$ cat src/rtl/bcd_convert_ctrl_pkg.sv
// Shared types and constants for the binary-to-BCD converter controller.
package bcd_convert_ctrl_pkg;

  // Controller states: wait for a request, run one double-dabble step per
  // cycle, then publish the result for one cycle.
  typedef enum logic [1:0] {
    S_IDLE  = 2'd0,
    S_SHIFT = 2'd1,
    S_DONE  = 2'd2
  } state_t;

  // Largest value representable in the four published digits.
  localparam int unsigned BCD_MAX        = 9999;
  // Internal digits: five are enough for any 16-bit input (65535).
  localparam int unsigned BCD_DIGITS     = 5;
  localparam int unsigned BCD_W          = 4 * BCD_DIGITS;
  // A digit at or above this value would exceed 9 after doubling.
  localparam logic [3:0]  ADD3_THRESHOLD = 4'd5;
  // Digit value shown on every position when a result is saturated.
  localparam logic [3:0]  DIGIT_MAX      = 4'd9;

  // Pre-shift correction of one BCD digit.
  function automatic logic [3:0] f_add3(input logic [3:0] i_nib);
    return (i_nib >= ADD3_THRESHOLD) ? i_nib + 4'd3 : i_nib;
  endfunction

endpackage

$ cat src/rtl/bcd_convert_ctrl_if.sv
// Request/result bundle between the converter and its client.
interface bcd_convert_ctrl_if #(
  parameter int unsigned IN_WIDTH = 16
);
  logic                start;
  logic [IN_WIDTH-1:0] y;
  logic                busy;
  logic                done;
  logic [3:0]          ones;
  logic [3:0]          tens;
  logic [3:0]          hundreds;
  logic [3:0]          thousands;
  logic                overflow;

  // Client side: issues requests, observes status and digits.
  modport master (
    output start, y,
    input  busy, done, ones, tens, hundreds, thousands, overflow
  );

  // Converter side.
  modport slave (
    input  start, y,
    output busy, done, ones, tens, hundreds, thousands, overflow
  );
endinterface

$ cat src/rtl/bcd_convert_ctrl_dabble_step.sv
// One combinational double-dabble iteration: add 3 to every digit >= 5,
// then shift the whole BCD field left by one, inserting the next binary bit.
module bcd_convert_ctrl_dabble_step
  import bcd_convert_ctrl_pkg::*;
(
  input  logic [BCD_W-1:0] i_bcd,
  input  logic             i_serial,
  output logic [BCD_W-1:0] o_bcd,
  output logic             o_carry
);

  logic [BCD_W-1:0] w_adj;

  // Per-digit correction ahead of the shift.
  always_comb begin
    w_adj = '0;
    for (int unsigned i = 0; i < BCD_DIGITS; i++) begin
      w_adj[4*i +: 4] = f_add3(i_bcd[4*i +: 4]);
    end
  end

  // The bit leaving the top digit is reported rather than silently dropped.
  assign {o_carry, o_bcd} = {w_adj, i_serial};

endmodule

$ cat src/rtl/bcd_convert_ctrl.sv
// Sequential binary-to-BCD converter: one shift-add-3 step per cycle over
// IN_WIDTH cycles, four registered digits plus an overflow flag.
module bcd_convert_ctrl
  import bcd_convert_ctrl_pkg::*;
#(
  parameter int unsigned IN_WIDTH = 16,
  parameter bit          SATURATE = 1'b1
) (
  input  logic                   clk,
  input  logic                   reset,
  bcd_convert_ctrl_if.slave      bus
);

  localparam int unsigned      CNT_W    = (IN_WIDTH > 1) ? $clog2(IN_WIDTH) : 1;
  localparam logic [CNT_W-1:0] CNT_LAST = CNT_W'(IN_WIDTH - 1);

  state_t              r_state;
  logic [IN_WIDTH-1:0] r_bin;
  logic [BCD_W-1:0]    r_bcd;
  logic [CNT_W-1:0]    r_cnt;
  logic                r_lost;
  logic                r_busy;
  logic                r_done;
  logic                r_overflow;
  logic [3:0]          r_ones;
  logic [3:0]          r_tens;
  logic [3:0]          r_hundreds;
  logic [3:0]          r_thousands;

  logic [BCD_W-1:0]    w_bcd_next;
  logic                w_carry;
  logic                w_overflow;
  logic [15:0]         w_digits;

  bcd_convert_ctrl_dabble_step u_step (
    .i_bcd    (r_bcd),
    .i_serial (r_bin[IN_WIDTH-1]),
    .o_bcd    (w_bcd_next),
    .o_carry  (w_carry)
  );

  // Final result selection from the completed BCD field. r_lost can only be
  // set if the field were too narrow for the input; it is folded into
  // overflow so a truncated value is never reported as valid.
  always_comb begin
    w_overflow = (r_bcd[BCD_W-1 -: 4] != 4'd0) || r_lost;
    if (SATURATE && w_overflow) begin
      w_digits = {4{DIGIT_MAX}};
    end else begin
      w_digits = r_bcd[15:0];
    end
  end

  // Controller FSM with registered status and result outputs.
  always_ff @(posedge clk or posedge reset) begin
    if (reset) begin
      r_state     <= S_IDLE;
      r_bin       <= '0;
      r_bcd       <= '0;
      r_cnt       <= '0;
      r_lost      <= 1'b0;
      r_busy      <= 1'b0;
      r_done      <= 1'b0;
      r_overflow  <= 1'b0;
      r_ones      <= '0;
      r_tens      <= '0;
      r_hundreds  <= '0;
      r_thousands <= '0;
    end else begin
      r_done <= 1'b0;
      case (r_state)
        S_IDLE: begin
          if (bus.start) begin
            r_bin   <= bus.y;
            r_bcd   <= '0;
            r_cnt   <= '0;
            r_lost  <= 1'b0;
            r_busy  <= 1'b1;
            r_state <= S_SHIFT;
          end
        end
        S_SHIFT: begin
          r_bcd  <= w_bcd_next;
          r_bin  <= {r_bin[IN_WIDTH-2:0], 1'b0};
          r_lost <= r_lost | w_carry;
          r_cnt  <= r_cnt + 1'b1;
          if (r_cnt == CNT_LAST) begin
            r_state <= S_DONE;
          end
        end
        S_DONE: begin
          r_ones      <= w_digits[3:0];
          r_tens      <= w_digits[7:4];
          r_hundreds  <= w_digits[11:8];
          r_thousands <= w_digits[15:12];
          r_overflow  <= w_overflow;
          r_done      <= 1'b1;
          r_busy      <= 1'b0;
          r_state     <= S_IDLE;
        end
        default: begin
          r_busy  <= 1'b0;
          r_state <= S_IDLE;
        end
      endcase
    end
  end

  assign bus.busy      = r_busy;
  assign bus.done      = r_done;
  assign bus.ones      = r_ones;
  assign bus.tens      = r_tens;
  assign bus.hundreds  = r_hundreds;
  assign bus.thousands = r_thousands;
  assign bus.overflow  = r_overflow;

endmodule
$ cat src/flat_wrapper.sv
// flat-port wrapper written by rule: the top's interface ports become plain ports
module bcd_convert_ctrl_flat import bcd_convert_ctrl_pkg::*;
#(
  parameter int unsigned IN_WIDTH = 16,
  parameter bit          SATURATE = 1'b1
)
  (clk, reset, bus_start, bus_y, bus_busy, bus_done, bus_ones, bus_tens, bus_hundreds, bus_thousands, bus_overflow);
  bcd_convert_ctrl_if #(.IN_WIDTH(IN_WIDTH)) bus_i ();
  input  logic clk;
  input  logic reset;
  input wire logic [$bits(bus_i.start)-1:0] bus_start;
  input wire logic [$bits(bus_i.y)-1:0] bus_y;
  output wire logic [$bits(bus_i.busy)-1:0] bus_busy;
  output wire logic [$bits(bus_i.done)-1:0] bus_done;
  output wire logic [$bits(bus_i.ones)-1:0] bus_ones;
  output wire logic [$bits(bus_i.tens)-1:0] bus_tens;
  output wire logic [$bits(bus_i.hundreds)-1:0] bus_hundreds;
  output wire logic [$bits(bus_i.thousands)-1:0] bus_thousands;
  output wire logic [$bits(bus_i.overflow)-1:0] bus_overflow;
  assign bus_i.start = bus_start;
  assign bus_i.y = bus_y;
  assign bus_busy = bus_i.busy;
  assign bus_done = bus_i.done;
  assign bus_ones = bus_i.ones;
  assign bus_tens = bus_i.tens;
  assign bus_hundreds = bus_i.hundreds;
  assign bus_thousands = bus_i.thousands;
  assign bus_overflow = bus_i.overflow;
  bcd_convert_ctrl #(.IN_WIDTH(IN_WIDTH), .SATURATE(SATURATE)) u_core (.clk(clk), .reset(reset), .bus(bus_i));
endmodule
$ cat config.mk
export PLATFORM = sky130hd
export DESIGN_NAME = bcd_convert_ctrl_flat
export DESIGN_NICKNAME = d
export VERILOG_FILES = /design/src/rtl/bcd_convert_ctrl_pkg.sv /design/src/rtl/bcd_convert_ctrl_if.sv /design/src/rtl/bcd_convert_ctrl_dabble_step.sv /design/src/rtl/bcd_convert_ctrl.sv /design/src/flat_wrapper.sv
export SDC_FILE = /design/constraint.sdc
export NUM_CORES = 1
export LEC_CHECK = 0
export CAP_MARGIN = 20
export CORE_ASPECT_RATIO = 0.9
export CORE_MARGIN = 2
export CORE_UTILIZATION = 40
export CTS_CLUSTER_DIAMETER = 40
export CTS_CLUSTER_SIZE = 20
export DETAILED_ROUTE_END_ITERATION = 8
export REMOVE_ABC_BUFFERS = 1
export SLEW_MARGIN = 30
export SYNTH_ARGS = -nofsm -noshare
export SYNTH_HDL_FRONTEND = slang
export SYNTH_SLANG_ARGS = --single-unit
$ cat constraint.sdc
create_clock -name clk -period 3 [get_ports clk]
set_clock_uncertainty 0.15 [all_clocks]
set_input_delay 0.9 -clock clk [delete_from_list [all_inputs] [get_ports clk]]
set_output_delay 0.9 -clock clk [all_outputs]
set_load 0.005 [all_outputs]
==> results.md <==
* DR vias at 2277
* Largest family of logic cells by synthesized area: compound AO/OA/AOI/OAI gates
* Hold Buf Count CTS at 0
* Pre-antenna DRT Iters at 4
* R2R Path End: u_core.r_bcd[14]
* Post-layout nets at 369
* Final Hold Viols at 0
* Post-Syn Instances at 301
* Die width at 94.57 microns
* #FFs+latches synth at 62
* Worst path top cell family by delay: buffers and inverters
* Routed Antenna Nets at 0
* Max IR drop VDD at 0.4837 mV
* Detailed Place HPWL at 4011 microns
* Hold Crit Start: u_core.bus.tens[1]
* Vias in the first global route at 2192
* Worst setup EP type: output port
* Compound-Gate Fraction of Synth Area at 18.18%
* First-pass GRT wire length at 10610 microns
* Residual DRC at 0
* MaxCap Viol Count at 0
* Netlist Area Pre-Place at 2953 sq um
* Site row count at 29
* Antenna diode count at 0
* Ports at 38
* Sequential share of the synthesized area at 52.54%
* WS Path Type: reg -> out
* WHS Endpoint: u_core.bus.tens[1]
* Resized cells post-CTS at 0
* Worst path buffer plus inverter count at 1
* Crit share post-route at 75.26%
* Number of library cell types mapped by synthesis at 32
* Pwr Total at 3274 uW
* Critical path's largest stage delay at 0.50 ns
* Initial antenna violation count at 0
* Slowest-stage cell, CP: clkdlybuf4s50_1
* Power per Cell Area at 913.0 nW/um^2
* DRT Wirelength at 6117 microns
* Final Setup Violations at 0
* Slew @ Worst Pin at 0.5511 ns
* Placer Congestion at 0.8004
* Chip Height at 85.51 microns
* Post-synth EDFFs at 0
* TNS Setup at 0 ns
* CTS Buf Count at 9
* Initial Util at 41.52%
* Share of layout cells above drive strength 1 at 7.331%
* Simple-gate area share of the yosys netlist at 16.74%
* Max clock buf depth at 2
* Worst Hold Depth at 2
* DIE AREA at 8086 sq um
* Ys Warns at 0
* Sequential Area at 1551 sq um
* Syn_area_per_cell at 9.810 sq um
* Footprint of the multi-input gates at 1251 sq um
* Core area at 7112 sq um
* R2r setup slk at 1.26 ns
* RSZ-0062 raised after global routing: no
* Fin. max-slew vios at 0
* Startpoint types: flip-flop
* Fillers at 673
* Multiplexer share of the synthesized area at 0%
* R2R Path Start: u_core.r_state[0]
* Postcts setup bufs at 0
* Reg clk slew, reported paths at 0.06 ns
* TritonCTS clock tree: done
* R2r worst-path depth at 4
* Crit path cell chain: clkdlybuf4s50_1
* Async set or reset register ratio after synthesis at 100.0%
* LEAKAGE at 0.001552 uW
* Synth Area in XOR/XNOR at 2.373%
* Post-synthesis adder-cell area fraction at 5.085%
* CTS Root Cell: clkbuf_8
* Final Critical Period at 2.258 ns
* DR WL/cell at 14.09 microns
* Via/cell ratio at 5.247
* H-tree depth at 3
* Total gr overflow at 0
* All-layer global routing usage at 17.12%
* Ys flop type: dfrtp_1
* Synthesis-to-layout area growth at 21.44%
* Worst Path Max Fanout at 2
* Clk_lat worst skew at 0.34 ns
* Worst slew margin at 63.26%
* 1st-iter DRT viols at 148
* Largest net degree at the start of global routing at 41
* Fmax achieved at 442.9 MHz
* Crit path arrival time at 1.21 ns
* Critical Path RT at 1.95 ns
* Port Buffers at 37
* Status: finished clean
* Min-Delay Path Class: reg -> reg
* CTS sink count at 62
==> synthesized netlist by cell type (2+ instances only) <==
master | n | area share (%)
a21oi_1 | 25 | 4.2
a22o_1 | 7 | 2.1
buf_2 | 9 | 1.5
buf_4 | 4 | 1.0
clkbuf_1 | 3 | 0.38
dfrtp_1 | 62 | 53
ha_1 | 12 | 5.1
inv_1 | 12 | 1.5
inv_2 | 2 | 0.25
nand2_1 | 41 | 5.2
nand2b_1 | 7 | 1.5
nand3_1 | 12 | 2.0
nor2_1 | 12 | 1.5
nor3_1 | 6 | 1.0
nor3b_1 | 16 | 4.1
o21ai_0 | 39 | 6.6
o21ai_1 | 2 | 0.34
o22a_1 | 4 | 1.2
o311ai_0 | 5 | 1.5
o31ai_1 | 3 | 0.76
xnor2_1 | 5 | 1.5
xor2_1 | 3 | 0.89
==> worst max path at each step <==
stage | startpoint | to | slack, ns | cells after the start
after detailed placement | bus_start | u_core.r_bcd[10] | 0.63 | 5
after global placement | bus_start | u_core.r_cnt[2] | 0.67 | 5
after global routing | u_core.bus.ones[3] | bus_ones[3] | 0.69 | 1
after CTS | u_core.bus.tens[2] | bus_tens[2] | 0.72 | 1
final | u_core.bus.tens[2] | bus_tens[2] | 0.74 | 1
after floorplan | reset | u_core.bus.busy | 0.41 | 1
==> stage by stage <==
stage                     utilization (%)  hold WS, ns  std cells  instance area (sq um)  worst slack, ns
after floorplan                         -       0.3001        284                   2855           0.4086
after global placement              47.98       0.3148        420                   3412           0.6730
after detailed placement            47.98       0.3195        420                   3412           0.6286
after CTS                           50.42       0.3342        434                   3586           0.7209
after global routing                50.42       0.3575        434                   3586           0.6906
final                               50.42       0.3298        434                   3586           0.7422
==> flip-flops by register name (all words and copies together), names as in the netlist <==
register / flops
u_core.bus.done: 1
u_core.r_bin: 16
u_core.r_bcd: 20
u_core.bus.ones: 4
u_core.r_lost: 1
u_core.bus.busy: 1
u_core.bus.overflow: 1
u_core.bus.hundreds: 4
u_core.r_cnt: 4
u_core.bus.thousands: 4
u_core.r_state: 2
u_core.bus.tens: 4
==> layout by cell type, fill, tap and decap left out, drive strengths merged <==
cell,count
dfrtp,62
nand2,41
o21ai,41
clkdlybuf4s50,37
a21oi,25
nor3b,16
inv,14
clkbuf,13
nor2,12
nand3,12
ha,12
nand2b,8
a22o,7
nor3,6
buf,6
xnor2,5
o311ai,5
o22a,4
xor2,3
o31ai,3
nand4b,1
and4b,1
a22oi,1
o21bai,1
and2b,1
a21o,1
a41oi,1
a2bb2oi,1
clkinv,1
==> cells by family after synthesis <==
logic type,count (synthesis)
buf+inv,31
fa+ha+maj,12
xor+xnor,8
simple gates,98
flops,62
compound gates,90
==> cell type report <==
| cell class | count | area share (%) |
|---|---|---|
| repair buffers | 43 | 12.28 |
| inverters | 14 | 1.465 |
| flip-flops and latches | 62 | 43.27 |
| well taps | 93 | 3.245 |
| clock buffers | 13 | 4.710 |
| multi-input cells | 208 | 34.89 |
| clock inverters | 1 | 0.1396 |
==> power breakdown <==
part	leakage, uW	total (uW)	internal [uW]	switching [uW]
Clock	0.0000914	655	357	298
Sequential	0.000808	1370	1140	236
Combinational	0.000653	1240	563	681
Total	0.00155	3270	2060	1220
==> worst min-delay path, stage by stage (launching register included) <==
cell and delay (ns):
dfrtp_1 0.34, nand2_1 0.05, o21ai_0 0.06
==> metal layers <==
metal | share of wire (%) | track usage, %
met5 | 0 | 0
met4 | 2.2 | 8.300
met2 | 46 | 25.39
met1 | 49 | 23.66
met3 | 2.7 | 4.130
No activity file was read; power rests on OpenSTA's default activity.
